`config.mk`:
```
export PLATFORM = sky130hd
export DESIGN_NAME = universal_register
export DESIGN_NICKNAME = d
export VERILOG_FILES = /design/src/rtl/universal_register.sv
export SDC_FILE = /design/constraint.sdc
export NUM_CORES = 1
export LEC_CHECK = 0
export BUFFER_PORTS_ARGS = -buffer_cell sky130_fd_sc_hd__buf_2
export CORE_AREA = 2 2 39 41
export CTS_CLUSTER_DIAMETER = 200
export DETAILED_ROUTE_END_ITERATION = 6
export DIE_AREA = 0 0 41 43
export PLACE_DENSITY = 0.56
export SLEW_MARGIN = 20
export SYNTH_ARGS = -nofsm -noshare
export SYNTH_HDL_FRONTEND = slang
export SYNTH_SLANG_ARGS = --single-unit
```
`constraint.sdc`:
```
create_clock -name clk -period 1.1 [get_ports clk]
set_clock_uncertainty 0.15 [all_clocks]
set_input_delay 0 -clock clk [delete_from_list [all_inputs] [get_ports clk]]
set_output_delay 0 -clock clk [all_outputs]
set_load 0.03 [all_outputs]
```
`src/rtl/universal_register.sv`:
```
// n-bit universal register: hold, shift, rotate, load, clear and invert.
// The operation is chosen by ctrl every cycle. Both outputs come straight from flops.
module universal_register #(
   parameter int n = 4
) (
   input  logic         clk,
   input  logic         rst_n,
   input  logic         serial_in,
   input  logic [n-1:0] D_in,
   input  logic [2:0]   ctrl,
   output logic         serial_out,
   output logic [n-1:0] Q_out
);

   localparam logic [2:0] OP_HOLD  = 3'b000;
   localparam logic [2:0] OP_SHR   = 3'b001;
   localparam logic [2:0] OP_SHL   = 3'b010;
   localparam logic [2:0] OP_LOAD  = 3'b011;
   localparam logic [2:0] OP_ROR   = 3'b100;
   localparam logic [2:0] OP_ROL   = 3'b101;
   localparam logic [2:0] OP_CLEAR = 3'b110;
   localparam logic [2:0] OP_INV   = 3'b111;

   logic [n-1:0] q_q, q_d;
   logic         so_q, so_d;

   // An unknown ctrl value matches no case item, so it falls through to HOLD.
   always_comb begin
      q_d  = q_q;
      so_d = so_q;
      case (ctrl)
         OP_HOLD: begin
         end
         OP_SHR: begin
            q_d  = {serial_in, q_q[n-1:1]};
            so_d = q_q[0];
         end
         OP_SHL: begin
            q_d  = {q_q[n-2:0], serial_in};
            so_d = q_q[n-1];
         end
         OP_LOAD: begin
            q_d = D_in;
         end
         OP_ROR: begin
            q_d  = {q_q[0], q_q[n-1:1]};
            so_d = q_q[0];
         end
         OP_ROL: begin
            q_d  = {q_q[n-2:0], q_q[n-1]};
            so_d = q_q[n-1];
         end
         OP_CLEAR: begin
            q_d = '0;
         end
         OP_INV: begin
            q_d = ~q_q;
         end
         default: begin
         end
      endcase
   end

   always_ff @(posedge clk) begin
      if (!rst_n) begin
         q_q  <= '0;
         so_q <= 1'b0;
      end else begin
         q_q  <= q_d;
         so_q <= so_d;
      end
   end

   assign Q_out      = q_q;
   assign serial_out = so_q;

endmodule

```
* Yosys cells after proc, flatten, opt, wreduce, memory -nomap -nowiden *
Cells that the tools add are included.

word-level totals
  logic and storage cells = 16
  output and inout port bits = 5
  input bits = 10
  register bits after elaboration = 5

operators by class
  reductions and logical operators = 4
  equal/unequal tests = 7
  muxes and demuxes = 2
  bitwise logic cells = 1

operator list
  cell                                                  number
  one-hot mux 4 bit (7 select lines)                    1
  equality test 3 bit (second input constant)           4
  nonzero test 7 bit                                    1
  equality test 3 x 2 -> 1 bit (second input constant)  2
  inverter 4 bit                                        1
  OR reduction 2 bit                                    2
  equality test 3 x 1 -> 1 bit (second input constant)  1
  one-hot mux 1 bit (2 select lines)                    1
  nonzero test 2 bit                                    1

* Depth between registers and ports, before layout *
Gate-level depths: netlist of the first run.

  depth after elaboration = 3
  depth in mapped cells = 5
  mapped depth without buffers = 4

* Worst setup path after synthesis of the first run *
No wires, ideal clock.

  path kind = reg-to-reg
  from = register q_q[0], in the netlist Q_out[0]
  to = register q_q[0], in the netlist Q_out[0]
  slack = -0.217 ns
  path buffers = 0
  data required time = 0.831 ns
  period minus slack after synthesis = 1.317 ns
  setup time = 0.119 ns
  cell stages (with the launch flop) = 5
  arrival = 1.049 ns
  path through = dfxtp_1 -> nor2b_1 -> a21oi_2 -> o32ai_2 -> o221a_1

on the way
  word-level cells in the longest chain between the ends = 2

RTL lines
  what                                line  RTL
  start: declaration                  24    logic [n-1:0] q_q, q_d;
  start signal: assignment            69    q_q <= q_d;
  inverter 4 bit                      57    q_d = ~q_q;
  one-hot mux 4 bit (7 select lines)  31    case (ctrl)

Every way passes these cells.
A chain may end at the register's enable or synchronous reset.

* Worst setup path after layout of the first run *
Same ends and word-level chain as after synthesis.

==> results of run 1 <==
==> cell families (layout without fill, tap and decap cells) <==
kind of cell,count (synthesis),after routing,synth area share (%)
XOR/XNOR,2,2,4.18
AO/OA/AOI/OAI,22,22,37.0
buffers and inverters,8,33,11.6
multiplexers,4,4,9.55
AND/OR/NAND/NOR,10,10,13.7
flip-flops,5,5,23.9
==> metrics by stage <==
stage	power, W	instance area, sq um
after detailed placement	0.000408	522
after global routing	0.000685	608
after global placement	0.000409	522
final	0.000644	608
after floorplan	0.000353	424
after CTS	0.000645	598
==> worst max-delay path, stage by stage (launching register included) <==
cell and delay, ns:
dfxtp_4 0.37, nor2b_4 0.04, a21oi_2 0.10, o32ai_2 0.08, o221a_1 0.21
==> area by class of cell <==
type	instances	area [sq um]	share of cell area [%]
Inverter	5	18.8	3.09
Clock buffer	4	26.3	4.32
Tap cell	16	20.0	3.29
Multi-Input combinational cell	38	278	45.7
Timing Repair Buffer	24	158	25.9
Sequential cell	5	108	17.7
==> routing by layer <==
metal / part of all wire (%) / track usage, % / wire [um]
met2: 43 / 19.7 / 464
met1: 44 / 18.0 / 481
met4: 3.7 / 14.0 / 40
met5: 0 / 0 / 0
met3: 9.5 / 3.66 / 104
==> where the power goes <==
part	internal, W	switching, W	total, W
registers	0.000199	0.0000197	0.000218
clock network	0.000138	0.0000826	0.000220
logic	0.0000961	0.000109	0.000205
total	0.000432	0.000211	0.000644
==> what timing repair did <==
item                       CTS  global route
hold endpoints to repair     5             0
hold buffers                 5             0
resized for setup            0             3
pin swaps                    1             1
setup endpoints to repair    1             1
==> registers in the layout, indices dropped and copies added (netlist names) <==
| register | flops |
|---|---|
| serial_out | 1 |
| Q_out | 4 |
==> cell usage in the layout, fill, tap and decap left out, drive strengths merged <==
| cell | count |
|---|---|
| a21o | 2 |
| a21oi | 6 |
| a31oi | 2 |
| a32oi | 2 |
| buf | 19 |
| clkbuf | 4 |
| dfxtp | 5 |
| dlygate4sd3 | 5 |
| inv | 5 |
| mux2i | 4 |
| nand2 | 4 |
| nand3 | 1 |
| nor2 | 2 |
| nor2b | 2 |
| nor3b | 1 |
| o21ai | 5 |
| o21bai | 1 |
| o221a | 1 |
| o221ai | 1 |
| o31ai | 1 |
| o32ai | 1 |
| xnor2 | 2 |
==> worst max-delay path by stage <==
stage / from / endpoint / cells past startpoint
finish: Q_out[0]$_SDFFE_PN0P_ / Q_out[0]$_SDFFE_PN0P_ / 4
global placement: Q_out[0]$_SDFFE_PN0P_ / Q_out[0]$_SDFFE_PN0P_ / 4
CTS: Q_out[0]$_SDFFE_PN0P_ / Q_out[0]$_SDFFE_PN0P_ / 4
detailed placement: Q_out[0]$_SDFFE_PN0P_ / Q_out[0]$_SDFFE_PN0P_ / 4
global route: Q_out[0]$_SDFFE_PN0P_ / Q_out[0]$_SDFFE_PN0P_ / 4
floorplan: Q_out[0]$_SDFFE_PN0P_ / Q_out[0]$_SDFFE_PN0P_ / 4
==> impl_results.md, run 1 <==
- Run status: finished clean
- GRT Overall Usage: 14.8%
- CORE AREA: 1380 sq um
- First-pass GRT wire length: 1700 um
- CTS Buf Count: 3
- Top area cells in the synthesized netlist: dfxtp_1 (24%), mux2i_1 (9.6%), a21oi_1 (6.0%)
- Worst Hold End: Q_out[3]$_SDFFE_PN0P_
- Crit end category: flop
- Min-Delay Path Class: in2reg
- # DRC: 0
- Min Tclk post-route: 1.07 ns
- Final WL: 1090 um
- # nets final: 87
- Post-DP HPWL: 776 um
- Hold wc startpoint: serial_in
- Synth cell count leaders: a21oi_1 (5), dfxtp_1 (5), inv_1 (4), mux2i_1 (4)
- Starting density of the core: 30.3%
- Setup bufs post-CTS: 0
- Top cell type's share of synthesized area: 23.9%
- Worst-Margin Slew: 0.241 ns
- Unique masters post-synth: 26
- CTS sink count: 5
- I/O pins: 15
- Layout cell share with drive strength beyond 1: 42.1%
- Clk_lat worst skew: 0.25 ns
- Hold Slack: 0.0683 ns
- Register bit total from synthesis: 5
- # rows: 14
- Fmax: 938 MHz
- R2R Setup Slk: 0.03 ns
- Final ANT Viol Nets: 0
- Fillers: 145
- Fin util: 43.9%
- Number of diodes: 0
- Die area: 1760 sq um
- Max VDD drop: 522 uV
- Worst Reg-to-Reg Cells: 4
- Post-synth EDFFs: 0
- Critical Path Source Type: flop
- Synth area leader: dfxtp_1
- Area growth from synthesis to layout: 45.1%
- Die Y: 43 um
- Reg2Reg Launch Point: Q_out[0]$_SDFFE_PN0P_
- Pins over their slew limit: 0
- H-tree depth: 1
- CP arrival: 1.05 ns
- Synth Net Count: 61
- TritonCTS clock tree: built
- Slew headroom: 83.8%
- Final setup vio count: 0
- Seq/Total Area, Yosys: 23.9%
- Initial antenna violation count: 0
- Clk buf depth: 2
- Pwr dens: 1060 nW/um^2
- Critical path class: reg2reg
- Max Cap Viol: 0
- Vias in the first global route: 403
- Hold Path Depth: 5
- P_leak: 0.287 nW
- Critical Path Fanout Max: 5
- Die W: 41 um
- Port Buffers: 14
- Final period util: 96.9%
- Placed cell count: 83
- Post-DR wirelength/cell: 11.9 um
- Root buffer cell: clkbuf_4
- Yosys warnings: 0
- RSZ-0062 raised after global routing: true
- Worst-path clk slew: 0.04 ns
- DR iter-0 viols: 7
- Vias per inst: 5.18
- Syn_area_per_cell: 8.22 sq um
- Via count: 477
- Pin count of the biggest net entering global routing: 9
- Gr ovfl total: 0
- Ys flop type: dfxtp_1
- Pre-CTS WS: 0.00718 ns
- Setup ws final: 0.0336 ns
- Area of the mapped netlist: 419 sq um
- Placer Congestion: 0.805
- Worst Path Required: 1.09 ns
- RR Endpoint: Q_out[0]$_SDFFE_PN0P_
- Fin. Hold Viols: 0
- Synth async-reset ratio: 0%
- Synth Instances: 51
- Pre-antenna DRT Iters: 4
- Layout Cells excl Fill: 92
- TNS Setup: 0 ns
(Power assumes the default switching activity.)
==> run 2, diff against run 1 <==
Settings changed: CELL_PAD_IN_SITES_DETAIL_PLACEMENT from default to 2, CELL_PAD_IN_SITES_GLOBAL_PLACEMENT from default to 2, CORE_AREA 2 2 39 41 to default, CORE_UTILIZATION from default to 22, DIE_AREA 0 0 41 43 to default, PLACE_DENSITY 0.56 to 0.67.
==> run 2 against run 1 <==
Combinational power is 5% higher. Sequential power about the same. Sequential share of layout area fell by 0.66 points. Routed wire length up 33%. First-iteration DRC count down 71%. Critical endpoint unchanged. Highest routed layer unchanged.
==> impl_results.md, run 2 (synthesis gave the netlist of run 1 again) <==
- Run status: finished clean
- Die Y: 45.7 um (+6.2%)
- Placer Congestion: 0.730 (-9.4%)
- Final ANT Viol Nets: 0 (unchanged)
- Commonest non-fill, non-tap cells in the layout: buf_2 (14), buf_4 (7), a21oi_1 (5)
- DR iter-0 viols: 2 (-5)
- TritonCTS clock tree: built
- Power, Total: 0.000670 W (+4.1%)
- Clk_lat worst skew: 0.26 ns (about the same)
- Max reg flops: 4 (unchanged)
- First-pass GRT wire length: 2150 um (+26%)
- Starting density of the core: 23.8% (-6.5 points)
- GR met2 Demand/Resource: 24.3% (+4.6 points)
- Min-Delay Path Class: in2reg
- GRT Overall Usage: 15.6% (+0.87 points)
- Commonest non-fill, non-tap cell in the layout: buf_2
- Initial antenna violation count: 0 (unchanged)
- Final WL: 1450 um (+33%)
- Layer carrying the most global-route usage: met2
- Layout Cells excl Fill: 102 (+11%)
- Min Tclk post-route: 1.09 ns (+0.0262 ns)
- Vias per inst: 4.75 (-8.5%)
- Die area: 2080 sq um (+18%)
- Max Cap Viol: 0 (unchanged)
- Max VDD drop: 482 uV (-7.8%)
- Final setup vio count: 0 (unchanged)
- Port Buffers: 14 (unchanged)
- Vias in the first global route: 477 (+18%)
- CTS Buf Count: 3 (unchanged)
- CTS sink count: 5 (unchanged)
- Fmax: 915 MHz (-2.4%)
- # rows: 15 (+1)
- Worst Path Required: 1.10 ns (about the same)
- Crit end category: flop
- Met3 usage: 7.14% (+3.5 points)
- Placed inst area: 541 sq um (+3.6%)
- Placed cell count: 93 (+12%)
- Pre-CTS WS: -0.0310 ns (-0.0382 ns)
- Setup ws final: 0.00738 ns (-0.0262 ns)
- Die W: 45.7 um (+11%)
- Critical Path Fanout Max: 3 (-2)
- Post-DR wirelength/cell: 14.2 um (+20%)
- CP arrival: 1.09 ns (+0.04 ns)
- Pwr dens: 1090 nW/um^2 (+2.6%)
- Worst-Margin Slew: 0.196 ns (-0.0450 ns)
- Design area: 617 sq um (+1.4%)
- Clk buf depth: 2 (unchanged)
- Layout cell share with drive strength beyond 1: 44.2% (+2.1 points)
- Fin. Hold Viols: 0 (unchanged)
- Area growth from synthesis to layout: 47.2%
- Gr ovfl total: 0 (unchanged)
- Post-DP HPWL: 1000 um (+29%)
- Critical path class: reg2reg
- Pins over their slew limit: 0 (unchanged)
- Critical Path Source Type: flop
- Pin count of the biggest net entering global routing: 10 (+1)
- CORE AREA: 1760 sq um (+27%)
- # nets final: 88 (+1.1%)
- I/O pins: 15 (unchanged)
- H-tree depth: 1 (unchanged)
- # DRC: 0 (unchanged)
- P_leak: 0.288 nW (+0.60%)
- Root buffer cell: clkbuf_4
- Via count: 484 (+1.5%)
- Pre-antenna DRT Iters: 4 (unchanged)
- Slew headroom: 86.6% (+2.8 points)
- Met1 Track Usage GR: 18.1% (+0.089 points)
- Worst-path clk slew: 0.06 ns (+0.02 ns)
- RSZ-0062 raised after global routing: true
- Number of diodes: 0 (unchanged)
- Final period util: 99.3% (+2.4 points)
==> run 2: cell count changes in the layout (fill, tap and decap cells not counted) <==
cell / before / now
nor2b_4: 1 / 0
dfxtp_2: 3 / 4
dlygate4sd3_1: 5 / 4
dfxtp_4: 1 / 0
nor2b_2: 0 / 1
buf_4: 5 / 7
==> run 2: final timing paths <==
path / from / endpoint / slack [ns] / cells past startpoint
min reg2reg: serial_out$_SDFFE_PN0P_ / serial_out$_SDFFE_PN0P_ / 0.36 / 2
max: Q_out[0]$_SDFFE_PN0P_ / Q_out[0]$_SDFFE_PN0P_ / 0.007 / 4
min: serial_in / Q_out[3]$_SDFFE_PN0P_ / 0.05 / 5
max reg2reg: Q_out[0]$_SDFFE_PN0P_ / Q_out[0]$_SDFFE_PN0P_ / 0.007 / 4
==> run 2: cell type report <==
type | instances | area, sq um
Tap cell | 25 | 31.3
Multi-Input combinational cell | 38 | 273
Sequential cell | 5 | 105
Fill cell | 227 | 1150
Timing Repair Buffer | 25 | 163
Clock buffer | 4 | 26.3
Inverter | 5 | 18.8
==> run 2: per-stage QoR <==
step	hold WS [ns]	TNS [ns]	utilization, %
2_1_floorplan	-0.0192	-0.0837	-
3_3_place_gp	0.137	0	30.6
3_5_place_dp	0.144	-0.0310	30.6
4_1_cts	-0.0653	0	33.7
5_1_grt	0.0825	-0.0660	35.0
6_report	0.0500	0	35.0
==> run 2: worst max-delay path: stages (launching register included) <==
cell	delay (ns)
dfxtp_2	0.35
nor2b_2	0.05
a21oi_2	0.11
o32ai_2	0.09
o221a_1	0.22
==> run 2: where the power goes <==
part	internal (W)	total (W)	switching [W]
clock	0.000139	0.000236	0.0000979
sequential	0.000199	0.000217	0.0000181
combinational	0.0000978	0.000216	0.000118
==> run 2: per-layer routing <==
layer	wire length [um]	part of all wire (%)
met5	0	0
met4	16	1.1
met3	78	5.4
met2	665	46
met1	690	48
==> run 2: repair_timing <==
item	CTS	global route
endpoints found under the hold margin	5	2
buffers inserted	1	0
hold buffers	2	2
gates resized for setup	0	1
setup endpoints to repair	1	2
pin swaps	1	0
==> run 3, diff against run 2 <==
Settings changed: CTS_BUF_LIST from default to sky130_fd_sc_hd__clkbuf_8 sky130_fd_sc_hd__clkbuf_16, SLEW_MARGIN 20 to 0.
==> run 3 against run 2 <==
The run now ends with negative hold slack left. Clock power increased by 47%. Cell count shrank 2.0%. Utilization grew 0.28 points. Power increased by 16%. Global-route usage is 0.25 points higher. Routed wire length decreased by 3.2%. Critical path depth is the same. Count of clock-buffer cells in the layout decreased by 1. Critical path type unchanged. Largest cell class unchanged. Largest power group unchanged.
==> impl_results.md, run 3 (synthesis gave the netlist of run 1 again) <==
- Run status: finished with violations
- Violations in the final reports: negative hold slack
- CP arrival: 1.06 ns (-0.03 ns)
- Commonest non-fill, non-tap cell in the layout: buf_2
- P_leak: 0.293 nW (+1.6%)
- Max reg flops: 4 (unchanged)
- WL met1: 657 um (-4.8%)
- Design area: 622 sq um (+0.81%)
- Commonest non-fill, non-tap cells in the layout: buf_2 (14), buf_4 (6), inv_1 (5), a21oi_1 (5), mux2i_1 (4)
- Starting density of the core: 23.8% (unchanged)
- CTS sink count: 5 (unchanged)
- Hold Slack: -0.00780 ns (-0.0578 ns)
- Fmax: 913 MHz (-0.22%)
- Worst-path clk slew: 0.04 ns (-0.02 ns)
- Die W: 45.7 um (unchanged)
- Pwr dens: 1250 nW/um^2 (+15%)
- RSZ-0062 raised after global routing: true
- First-pass GRT wire length: 2240 um (+4.2%)
- # rows: 15 (unchanged)
- Port Buffers: 14 (unchanged)
- Post-DR wirelength/cell: 14.0 um (-1.2%)
- Pins over their slew limit: 0 (unchanged)
- Placer Congestion: 0.730 (unchanged)
- Reg2Reg Launch Point: Q_out[0]$_SDFFE_PN0P_
- Min-Delay Path Class: in2reg
- Max Cap Viol: 0 (unchanged)
- Routed length on met3: 93 um (+19%)
- Worst Path Required: 1.06 ns (-0.04 ns)
- Initial antenna violation count: 0 (unchanged)
- Fin. Hold Viols: 1 (+1)
- Routed length on met2: 653 um (-1.8%)
- GRT Overall Usage: 15.9% (+0.25 points)
- Top Layer Used: met3
- DR iter-0 viols: 3 (+1)
- Number of diodes: 0 (unchanged)
- Placed inst area: 541 sq um (unchanged)
- Critical Path Source Type: flop
- Crit end category: flop
- Critical path class: reg2reg
- Pin count of the biggest net entering global routing: 10 (unchanged)
- Pre-CTS WS: -0.0310 ns (unchanged)
- Clk_lat worst skew: 0.23 ns (-0.03 ns)
- H-tree depth: 1 (unchanged)
- Vias per inst: 4.69 (-1.2%)
- Fin util: 35.2% (+0.28 points)
- I/O pins: 15 (unchanged)
- Clk buf depth: 2 (unchanged)
- # DRC: 0 (unchanged)
- Layout cell share with drive strength beyond 1: 45.3% (+1.2 points)
- # nets final: 86 (-2.3%)
- Hold wc startpoint: D_in[3]
- Worst-Margin Slew: 0.224 ns (+0.0280 ns)
- Critical Path Fanout Max: 4 (+1)
- Via count: 469 (-3.1%)
- Min Tclk post-route: 1.10 ns (+0.00242 ns)
- Final ANT Viol Nets: 0 (unchanged)
- Area growth from synthesis to layout: 48.4%
- Vias in the first global route: 476 (-0.21%)
- Root buffer cell: clkbuf_8
- Die Y: 45.7 um (unchanged)
- Final period util: 99.5% (+0.22 points)
- Setup ws final: 0.00496 ns (-0.00242 ns)
- CORE AREA: 1760 sq um (unchanged)
- Final WL: 1400 um (-3.2%)
- Pre-antenna DRT Iters: 4 (unchanged)
- Die area: 2080 sq um (unchanged)
- Slew headroom: 85.0% (-1.6 points)
- Final setup vio count: 0 (unchanged)
- CTS Buf Count: 3 (unchanged)
- TritonCTS clock tree: built
- Gr ovfl total: 0 (unchanged)
- Critical path startpoint: Q_out[0]$_SDFFE_PN0P_
- Max VDD drop: 745 uV (+55%)
- Post-DP HPWL: 1000 um (unchanged)
run 3: changes by cell type in the layout (fill, tap and decap cells not counted):
cell / change
clkbuf_4: -3
buf_6: +1
clkbuf_1: -1
dfxtp_2: -1
buf_4: -1
dfxtp_4: +1
inv_1: +1
dlygate4sd3_1: -2
clkbuf_8: +3
run 3: worst max-delay path, stage by stage, from the launching register on:
cell     delay [ns]
dfxtp_4        0.36
nor2b_2        0.04
a21oi_2        0.12
o32ai_2        0.08
o221a_1        0.22
run 3: where the power goes:
group | internal [W] | total [W] | leakage (nW) | switching, W
Sequential | 0.000199 | 0.000218 | 0.0430 | 0.0000193
Combinational | 0.0000947 | 0.000210 | 0.223 | 0.000115
Clock | 0.000241 | 0.000347 | 0.0269 | 0.000107
Total | 0.000535 | 0.000776 | 0.293 | 0.000241
run 3: worst paths after layout:
| check | cells past startpoint | end | slack, ns |
|---|---|---|---|
| hold reg to reg | 2 | serial_out$_SDFFE_PN0P_ | 0.36 |
| hold / removal | 5 | Q_out[3]$_SDFFE_PN0P_ | -0.008 |
| setup / recovery | 4 | Q_out[0]$_SDFFE_PN0P_ | 0.005 |
| setup reg to reg | 4 | Q_out[0]$_SDFFE_PN0P_ | 0.005 |
run 3: through the flow:
stage / std cells / total power, W / TNS (ns)
2_1_floorplan: 51 / 0.000353 / -0.0837
3_3_place_gp: 93 / 0.000415 / 0
3_5_place_dp: 93 / 0.000418 / -0.0310
4_1_cts: 100 / 0.000783 / -0.000687
5_1_grt: 100 / 0.000825 / -0.0775
6_report: 100 / 0.000776 / 0
run 3: area by class of cell:
class / instances / area, sq um
tap: 25 / 31.3
clock inverter: 1 / 3.75
clock buffer: 3 / 41.3
fill: 226 / 1140
sequential: 5 / 108
inverter: 5 / 18.8
multi-input combinational: 38 / 273
timing repair buffer: 23 / 146
run 3: repair_timing:
action	in CTS	in global routing
buffers inserted	1	0
gates resized for setup	2	1
hold buffers	2	0
endpoints found under the hold margin	5	0
setup endpoints to repair	1	2
pin swaps	2	2
run 3: per-layer routing:
| metal | track usage, % | up-vias |
|---|---|---|
| met5 | 0 | - |
| met4 | 3.64 | 0 |
| met3 | 7.14 | 0 |
| met2 | 25.7 | 14 |
| met1 | 19.0 | 220 |
| li1 | - | 235 |
